===== src/rtl/bram_capture_writer.sv =====
// Purpose: capture a fixed number of stream samples into BRAM port A, then hand the BRAM to a reader.
// Latency: one cycle from an accepted sample to its BRAM write strobe; done rises on the edge that
//          registers the last write, and switch drops one edge later.
// Backpressure: none; s_axis_tready is always 1 and samples arriving outside CAPTURE are dropped.
//
// Ports:
//   clk, rst            - single clock; synchronous active-high reset
//   cfg_length          - words to capture; values above the BRAM depth are clamped to the depth
//   start               - one-cycle capture request, honoured in IDLE and DONE, ignored in CAPTURE
//   s_axis_*            - sample stream in (tready tied high)
//   bram_porta_*        - BRAM port A write side; rddata is unused
//   switch              - 1 while the writer owns the BRAM, 0 once it is handed to the reader
//   busy / done         - decoded from the state register (CAPTURE / DONE)
//   sts_count           - words written in the current or most recent capture
module bram_capture_writer #(
    parameter int BRAM_DATA_WIDTH = 32,
    parameter int BRAM_ADDR_WIDTH = 15
) (
    input  logic                       clk,
    input  logic                       rst,
    input  logic [BRAM_ADDR_WIDTH:0]   cfg_length,
    input  logic                       start,
    input  logic [BRAM_DATA_WIDTH-1:0] s_axis_tdata,
    input  logic                       s_axis_tvalid,
    output logic                       s_axis_tready,
    output logic                       bram_porta_clk,
    output logic                       bram_porta_rst,
    output logic [BRAM_ADDR_WIDTH-1:0] bram_porta_addr,
    output logic [BRAM_DATA_WIDTH-1:0] bram_porta_wrdata,
    output logic                       bram_porta_we,
    input  logic [BRAM_DATA_WIDTH-1:0] bram_porta_rddata,
    output logic                       switch,
    output logic                       busy,
    output logic                       done,
    output logic [BRAM_ADDR_WIDTH:0]   sts_count
);

    typedef enum logic [1:0] {
        ST_IDLE    = 2'd0,
        ST_CAPTURE = 2'd1,
        ST_DONE    = 2'd2
    } state_t;

    // Full BRAM depth, 2^BRAM_ADDR_WIDTH, expressed in the count width.
    localparam logic [BRAM_ADDR_WIDTH:0] DEPTH = {1'b1, {BRAM_ADDR_WIDTH{1'b0}}};

    state_t                       state_q,   state_d;
    logic [BRAM_ADDR_WIDTH:0]     count_q,   count_d;
    logic [BRAM_ADDR_WIDTH:0]     eff_len_q, eff_len_d;
    logic                         switch_q,  switch_d;
    logic                         we_q,      we_d;
    logic [BRAM_ADDR_WIDTH-1:0]   addr_q,    addr_d;
    logic [BRAM_DATA_WIDTH-1:0]   wrdata_q,  wrdata_d;

    logic [BRAM_ADDR_WIDTH:0]     eff_len_new;
    logic [BRAM_ADDR_WIDTH:0]     count_inc;

    // Read port is not needed by the writer; fold it into a sink so it is visibly consumed.
    logic unused_rddata;
    assign unused_rddata = ^bram_porta_rddata;

    // Pass-through BRAM clock/reset and always-ready stream.
    assign bram_porta_clk = clk;
    assign bram_porta_rst = rst;
    assign s_axis_tready  = 1'b1;

    // Clamp the requested length so the capture never wraps the address space.
    assign eff_len_new = (cfg_length > DEPTH) ? DEPTH : cfg_length;
    assign count_inc   = count_q + {{BRAM_ADDR_WIDTH{1'b0}}, 1'b1};

    always_comb begin
        state_d   = state_q;
        count_d   = count_q;
        eff_len_d = eff_len_q;
        switch_d  = switch_q;
        we_d      = 1'b0;
        addr_d    = addr_q;
        wrdata_d  = wrdata_q;

        case (state_q)
            ST_IDLE: begin
                if (start) begin
                    eff_len_d = eff_len_new;
                    count_d   = '0;
                    if (eff_len_new != '0) begin
                        state_d  = ST_CAPTURE;
                        switch_d = 1'b1;
                    end else begin
                        state_d  = ST_DONE;
                        switch_d = 1'b0;
                    end
                end
            end

            ST_CAPTURE: begin
                // start is deliberately not looked at here.
                if (s_axis_tvalid) begin
                    we_d     = 1'b1;
                    addr_d   = count_q[BRAM_ADDR_WIDTH-1:0];
                    wrdata_d = s_axis_tdata;
                    count_d  = count_inc;
                    if (count_inc == eff_len_q) begin
                        state_d = ST_DONE;
                    end
                end
            end

            ST_DONE: begin
                // The first edge in DONE is the edge where the BRAM samples the final we=1,
                // so dropping switch here never races a pending write.
                switch_d = 1'b0;
                if (start) begin
                    eff_len_d = eff_len_new;
                    count_d   = '0;
                    if (eff_len_new != '0) begin
                        state_d  = ST_CAPTURE;
                        switch_d = 1'b1;
                    end else begin
                        state_d  = ST_DONE;
                    end
                end
            end

            default: begin
                state_d  = ST_IDLE;
                switch_d = 1'b0;
            end
        endcase
    end

    always_ff @(posedge clk) begin
        if (rst) begin
            state_q   <= ST_IDLE;
            count_q   <= '0;
            eff_len_q <= '0;
            switch_q  <= 1'b0;
            we_q      <= 1'b0;
            addr_q    <= '0;
            wrdata_q  <= '0;
        end else begin
            state_q   <= state_d;
            count_q   <= count_d;
            eff_len_q <= eff_len_d;
            switch_q  <= switch_d;
            we_q      <= we_d;
            addr_q    <= addr_d;
            wrdata_q  <= wrdata_d;
        end
    end

    assign bram_porta_we     = we_q;
    assign bram_porta_addr   = addr_q;
    assign bram_porta_wrdata = wrdata_q;
    assign switch            = switch_q;
    assign busy              = (state_q == ST_CAPTURE);
    assign done              = (state_q == ST_DONE);
    assign sts_count         = count_q;

endmodule


===== config.mk =====
export PLATFORM = sky130hd
export DESIGN_NAME = bram_capture_writer
export DESIGN_NICKNAME = d
export VERILOG_FILES = /design/src/rtl/bram_capture_writer.sv
export SDC_FILE = /design/constraint.sdc
export NUM_CORES = 1
export LEC_CHECK = 0
export ABC_AREA = 1
export BUFFER_PORTS_ARGS = -buffer_cell sky130_fd_sc_hd__buf_2
export CORE_MARGIN = 2
export CORE_UTILIZATION = 49
export CTS_CLUSTER_SIZE = 8
export DETAILED_ROUTE_END_ITERATION = 7
export HOLD_SLACK_MARGIN = 0.05
export MAX_ROUTING_LAYER = met4
export PLACE_DENSITY = 0.88
export SLEW_MARGIN = 20
export SYNTH_ARGS = -nofsm -noshare
export SYNTH_HDL_FRONTEND = slang
export SYNTH_SLANG_ARGS = --single-unit
export TNS_END_PERCENT = 5

===== constraint.sdc =====
create_clock -name clk -period 2.2 [get_ports clk]
set_clock_uncertainty 0.15 [all_clocks]
set_input_delay 0.11 -clock clk [delete_from_list [all_inputs] [get_ports clk]]
set_output_delay 0.11 -clock clk [all_outputs]
set_load 0.03 [all_outputs]

==> results_dict.tcl, run 1 <==
set metrics [dict create \
    synth_compound_gate_area_share 0.151 \
    rows 32 \
    post-place-ws_ns 0.169 \
    first_iter_violations 460 \
    grt_setup_unrepaired "true" \
    placed_cells_incl_taps 773 \
    ys_seq_elements 83 \
    timing.slew.headroom 0.609 \
    grt_pass1_vias 4521 \
    routed_wl_um 14500 \
    initial_antenna_violation_count 0 \
    synth_warnings 0 \
    yosys.area_share.xor_xnor 0.00678 \
    antenna_cells 0 \
    place.gp.congestion 0.981 \
    fp.dieW_um 92.9 \
    post_route_cells_drive_above_1_share 0.233 \
    finish.net_count 832 \
    clkSlewWorstSetupHoldPaths_ns 0.10 \
    final_cells 854 \
    critical_path.endpoint_type "flop" \
    count_of_vias_placed_by_the_detailed_router 4783 \
    synth_flop_cell "dfxtp_1" \
    finalSetupViolCount 0 \
    floorplan.io_pins 154 \
    syn2layout_area_growth_pct 41.4 \
    synthesis.instances 566 \
    final.hold.worst_slack_ns 0.285 \
    drv.max_cap_violation_count 0 \
    mappedNetlistArea_um2 3880 \
    synth.lib_cells_used.distinct 34 \
    total_grt_overflow 0 \
    hold_viol 0 \
    cp_data_arrival_time_ns 2.42 \
    post_synth_mux_area_share 0 \
    worstRegToRegCells 7 \
    starting_density 0.504 \
    post_synth_fa_ha_maj_area_fraction 0.00323 \
    power_density_nw_per_um2 647 \
    worstReg2RegEnd "bram_porta_wrdata[11]" \
    grt_busiest_layer "met2" \
    postCtsSetupBuffers 0 \
    track_usage 0.338 \
    vdd.ir_drop.worst_mv 0.601 \
    first_pass_iteration_count_of_the_detailed_router 7 \
    seq_area_frac_synth 0.429 \
    drtAntennaViolNets 0 \
    drc 0 \
    synth_top_family_by_area "simple AND/OR/NAND/NOR gates" \
    leakage_nw 2.49 \
    globalRouteMet3Util 0.0797 \
    vias_per_cell 5.60 \
    hold_path_end "bram_porta_wrdata[9]" \
    setup_ws_ns 0.0209 \
    maxClockFrequency_mhz 459 \
    grt_start_max_net_pins 40 \
    period_needed_ns 2.18 \
    skew_pair_late_insertion_delay_ns 0.47 \
    synth_simple_gate_area_share 0.335 \
    period_share 0.991 \
    beginning_of_the_critical_path "state_q[0]" \
    max_slew.worst_pin.slew_ns 0.585 \
    grt_pass1_wl_um 22000 \
    hold_path.startpoint "s_axis_tdata[9]" \
    hold_path_stages 4 \
    cts_tree "yes" \
    ff2ff_setup_slack_ns 0.02 \
    mappedNetlistNets 651 \
    run_status "complete, no violations" \
    critical_path_peak_fanout 34 \
    port_buf_inserts 120 \
    holdCritPathClass "in2reg" \
    die_height_um 92.9 \
    synth.avg_cell_area_um2 6.85 \
    synth_async_sr_flop_share 0 \
    worst_ep_required_time_ns 2.44 \
    synth_enable_flop_cells 0 \
    timing_worst_setup_path_type "reg2reg" \
    dieArea_um2 8640 \
    launching_point_of_the_worst_reg2reg_path "state_q[0]" \
    core_um2 7690 \
    use_met2 0.550 \
    place_hpwl_um 8020 \
    route.detailed.wl_per_inst_um 17.0 \
    timing_max_transition_violations_final 0 \
    worst_setup_path_start_kind "flop" \
    met1_track_demand_over_resource_in_global_routing 0.393 \
]
where the power goes:
part | leakage [nW] | internal (W) | switching [W]
Clock | 0.131 | 0.000673 | 0.000702
Sequential | 0.676 | 0.00156 | 0.0000405
Combinational | 1.68 | 0.000216 | 0.000351
Total | 2.49 | 0.00245 | 0.00109
per-layer routing:
metal | vias to the layer above | part of all wire
li1 | 2208 | -
met1 | 2146 | 0.38
met2 | 353 | 0.48
met3 | 76 | 0.091
met4 | 0 | 0.048
met5 | - | 0
state kept, by name, indices dropped and copies added (netlist names):
register	count
bram_porta_addr	15
bram_porta_we	1
bram_porta_wrdata	32
eff_len_q	16
state_q	2
sts_count	16
switch	1
cell usage after synthesis (2+ instances only):
cell type    n  share of area
nor2_1      37          0.036
nand3_1     53          0.068
a21oi_1     76          0.098
buf_4        3         0.0058
nand3b_1     3         0.0058
o21ai_0     17          0.022
buf_1        2         0.0019
nand4_1      9          0.015
dfxtp_1     83           0.43
nand2_1    182           0.18
buf_2        3         0.0039
inv_1       42          0.041
nand2_2      4         0.0065
clkbuf_1    20          0.019
o21a_1       2         0.0039
inv_2        2         0.0019
nor2_4       5          0.015
xor2_1       2         0.0045
a211oi_1     6          0.012
cell usage in the layout, fill, tap and decap left out, types with 2 or more instances in the layout:
master and n:
inv_2 2, inv_1 42, nor2_1 36, nand4_1 9, nor2_4 6, o21ai_0 17, xor2_1 2, a21oi_1 76
clkbuf_8 12, nand3_1 53, dlygate4sd3_1 61, clkinv_4 4, nand2_1 181, dfxtp_1 81, nand3b_1 3, a211oi_1 6
o21a_1 2, nand2_4 2, nand2_2 4, buf_4 10, dfxtp_2 2, buf_6 3, buf_2 120
logic make-up after synthesis:
family,Yosys count
buffers and inverters,72
xor gates and xnor gates,3
DFF,83
other,1
AOI/OAI and AO/OA,108
adders and majority gates,1
and+or+nand+nor,298
worst max-delay path by stage:
stage	slack [ns]	cells past startpoint	end
after global placement	0.18	6	sts_count[1]
after CTS	0.16	6	sts_count[1]
final	0.02	7	bram_porta_wrdata[11]
after detailed placement	0.17	6	sts_count[1]
after global routing	-0.05	13	state_q[1]
after floorplan	0.05	13	state_q[1]
worst max-delay path: stages (launching register included):
cell and delay, ns:
dfxtp_1 0.44, inv_1 0.11, nor2_1 0.32, nand2_2 0.27
inv_2 0.14, buf_6 0.26, nand2_1 0.16, a21oi_1 0.25
layout make-up:
cell class                 instances  area [µm²]
clock buffer                      13         170
clock inverter                     7        85.1
fill                             566        2210
inverter                          44         165
multi-input combinational        412        1950
sequential                        83        1660
tap                              102         128
timing repair buffer             193        1320
stage by stage:
step                total power (W)  instance area (µm²)  utilization  setup TNS [ns]
floorplan                   0.00199                 3880            -               0
global placement            0.00212                 4580        0.596               0
detailed placement          0.00213                 4580        0.596               0
CTS                         0.00349                 5430        0.707               0
global route                0.00366                 5480        0.713         -0.0808
finish                      0.00355                 5480        0.713               0
timing repair:
item                                    4_1_cts  5_1_grt
resized for setup                             0        9
hold endpoints to repair                     55        7
hold buffers                                 60        1
endpoints found under the setup margin        0       60
Power figures use the tool's default switching activity.
==> run 2, diff against run 1 <==
==> constraint.sdc (replaced) <==
create_clock -name clk -period 2.05 [get_ports clk]
set_clock_uncertainty 0.15 [all_clocks]
set_input_delay 0.1025 -clock clk [delete_from_list [all_inputs] [get_ports clk]]
set_output_delay 0.1025 -clock clk [all_outputs]
set_load 0.03 [all_outputs]
==> run 2 against run 1 <==
The flow now finishes with violations (setup timing). Die area is the same. Hold slack lost 0.014 ns. Via count up 5.7%. Maximum frequency up 1.0%. Highest routed layer unchanged.
==> results_dict.tcl, run 2 (same netlist as run 1, synthesis figures left out) <==
set metrics [dict create \
    period_needed_ns 2.16 \
    critPathCapture "bram_porta_wrdata[11]" \
    grt_pass1_vias 4794 \
    route.detailed.wl_per_inst_um 17.7 \
    clkSlewWorstSetupHoldPaths_ns 0.11 \
    placed_cells_incl_taps 781 \
    track_usage 0.351 \
    count_of_vias_placed_by_the_detailed_router 5058 \
    place.gp.congestion 0.989 \
    timing.slew.headroom 0.590 \
    first_pass_iteration_count_of_the_detailed_router 8 \
    final_cells 879 \
    finalInstanceArea_um2 5810 \
    fp.dieW_um 92.9 \
    worst_ep_required_time_ns 2.28 \
    globalRouteMet3Util 0.0814 \
    drv.max_cap_violation_count 0 \
    grt_setup_unrepaired "true" \
    power_density_nw_per_um2 644 \
    final.hold.worst_slack_ns 0.271 \
    holdCritPathClass "in2reg" \
    period_share 1.05 \
    hold_viol 0 \
    drc 0 \
    critical_path.endpoint_type "flop" \
    drtAntennaViolNets 0 \
    setup_ws_ns -0.108 \
    fillCellCount 530 \
    core_um2 7690 \
    met1_track_demand_over_resource_in_global_routing 0.387 \
    regArea_um2 1670 \
    worstReg2RegEnd "bram_porta_wrdata[11]" \
    finish.net_count 857 \
    leakage_nw 2.60 \
    area_taken_by_multi_input_logic_gates_um2 2070 \
    vdd.ir_drop.worst_mv 0.639 \
    timing_worst_setup_path_type "reg2reg" \
    ff2ff_setup_slack_ns -0.11 \
    initial_antenna_violation_count 0 \
    skew_pair_late_insertion_delay_ns 0.47 \
    rows 32 \
    final_cell_mix "175 x nand2_1, 120 x buf_2, 80 x dfxtp_1" \
    vias_per_cell 5.75 \
    die_height_um 92.9 \
    finalPower_w 0.00374 \
    first_iter_violations 406 \
    largest_register_ffs 32 \
    maxClockFrequency_mhz 463 \
    cts_tree "yes" \
    total_grt_overflow 0 \
    critical_path_peak_fanout 11 \
    floorplan.io_pins 154 \
    starting_density 0.504 \
    timing_max_transition_violations_final 0 \
    launching_point_of_the_worst_reg2reg_path "state_q[0]" \
    antenna_cells 0 \
    syn2layout_area_growth_pct 50.0 \
    grt_start_max_net_pins 64 \
    routed_wl_um 15600 \
    max_slew.worst_pin.slew_ns 0.614 \
    cp_data_arrival_time_ns 2.39 \
    dpl_cell_area_um2 4660 \
    use_met2 0.572 \
    grt_pass1_wl_um 22800 \
    worst_setup_path_start_kind "flop" \
    dieArea_um2 8640 \
    violations "setup timing" \
    worstRegToRegCells 7 \
    run_status "finished with violations" \
    finalSetupViolCount 8 \
    grt_busiest_layer "met2" \
    post_route_cells_drive_above_1_share 0.283 \
    port_buf_inserts 120 \
    mostFrequentLayoutCell "nand2_1" \
    beginning_of_the_critical_path "state_q[0]" \
    place_hpwl_um 8130 \
]
==> run 2: changes by cell type in the layout (fill, tap and decap cells not counted), moves of 3 or more <==
cell | previous run | this run
nor2_1 | 36 | 26
buf_4 | 10 | 27
nand2_1 | 181 | 175
nor2_2 | 1 | 8
nand3_2 | 1 | 8
dlygate4sd3_1 | 61 | 68
clkinv_4 | 4 | 1
nand2_2 | 4 | 10
nand3_1 | 53 | 46
==> run 2: worst min-delay path by stage <==
stage | from | to | slack [ns] | depth (start not counted)
finish | s_axis_tdata[16] | bram_porta_wrdata[16] | 0.27 | 4
global route | s_axis_tdata[16] | bram_porta_wrdata[16] | 0.29 | 4
CTS | s_axis_tdata[16] | bram_porta_wrdata[16] | 0.26 | 4
detailed placement | clk | bram_porta_clk | 0.12 | 1
global placement | clk | bram_porta_clk | 0.12 | 1
floorplan | rst | bram_porta_we | 0.04 | 1
==> run 2: critical path, cell delays in order, from the launching register on <==
cell and delay (ns):
dfxtp_1 0.42, inv_1 0.13, nor2_4 0.19, nand2_2 0.14
inv_4 0.15, nand2_1 0.07, dlygate4sd3_1 0.56, a21oi_1 0.25
==> run 2: cell type report <==
class | instances | share of cell area
clock buffers | 13 | 0.0293
inverters | 44 | 0.0288
flip-flops and latches | 83 | 0.286
well taps | 102 | 0.0219
repair buffers | 219 | 0.267
clock inverters | 7 | 0.0101
multi-input cells | 411 | 0.356
==> run 2: metal layers <==
| layer | vias up | wire, µm |
|---|---|---|
| met5 | - | 0 |
| met4 | 0 | 1010 |
| met3 | 112 | 1370 |
| met2 | 404 | 7650 |
| met1 | 2286 | 5540 |
| li1 | 2256 | - |
==> run 2: what timing repair did <==
| action | CTS | global route |
|---|---|---|
| hold buffers | 69 | 0 |
| buffers inserted | 0 | 9 |
| setup endpoints to repair | 0 | 72 |
| gates resized for setup | 0 | 47 |
| endpoints found under the hold margin | 58 | 0 |
==> run 2: through the flow <==
stage	setup TNS, ns	utilization	setup WS [ns]
floorplan	0	-	0.0312
global placement	0	0.606	0.138
detailed placement	0	0.606	0.0674
CTS	0	0.725	0.0206
global route	-0.950	0.756	-0.158
finish	-0.339	0.756	-0.108
==> run 2: report_power, final <==
| group | internal, W | switching (W) | leakage [nW] |
|---|---|---|---|
| combinational | 0.000249 | 0.000400 | 1.81 |
| clock | 0.000600 | 0.000770 | 0.118 |
| sequential | 0.00168 | 0.0000471 | 0.677 |
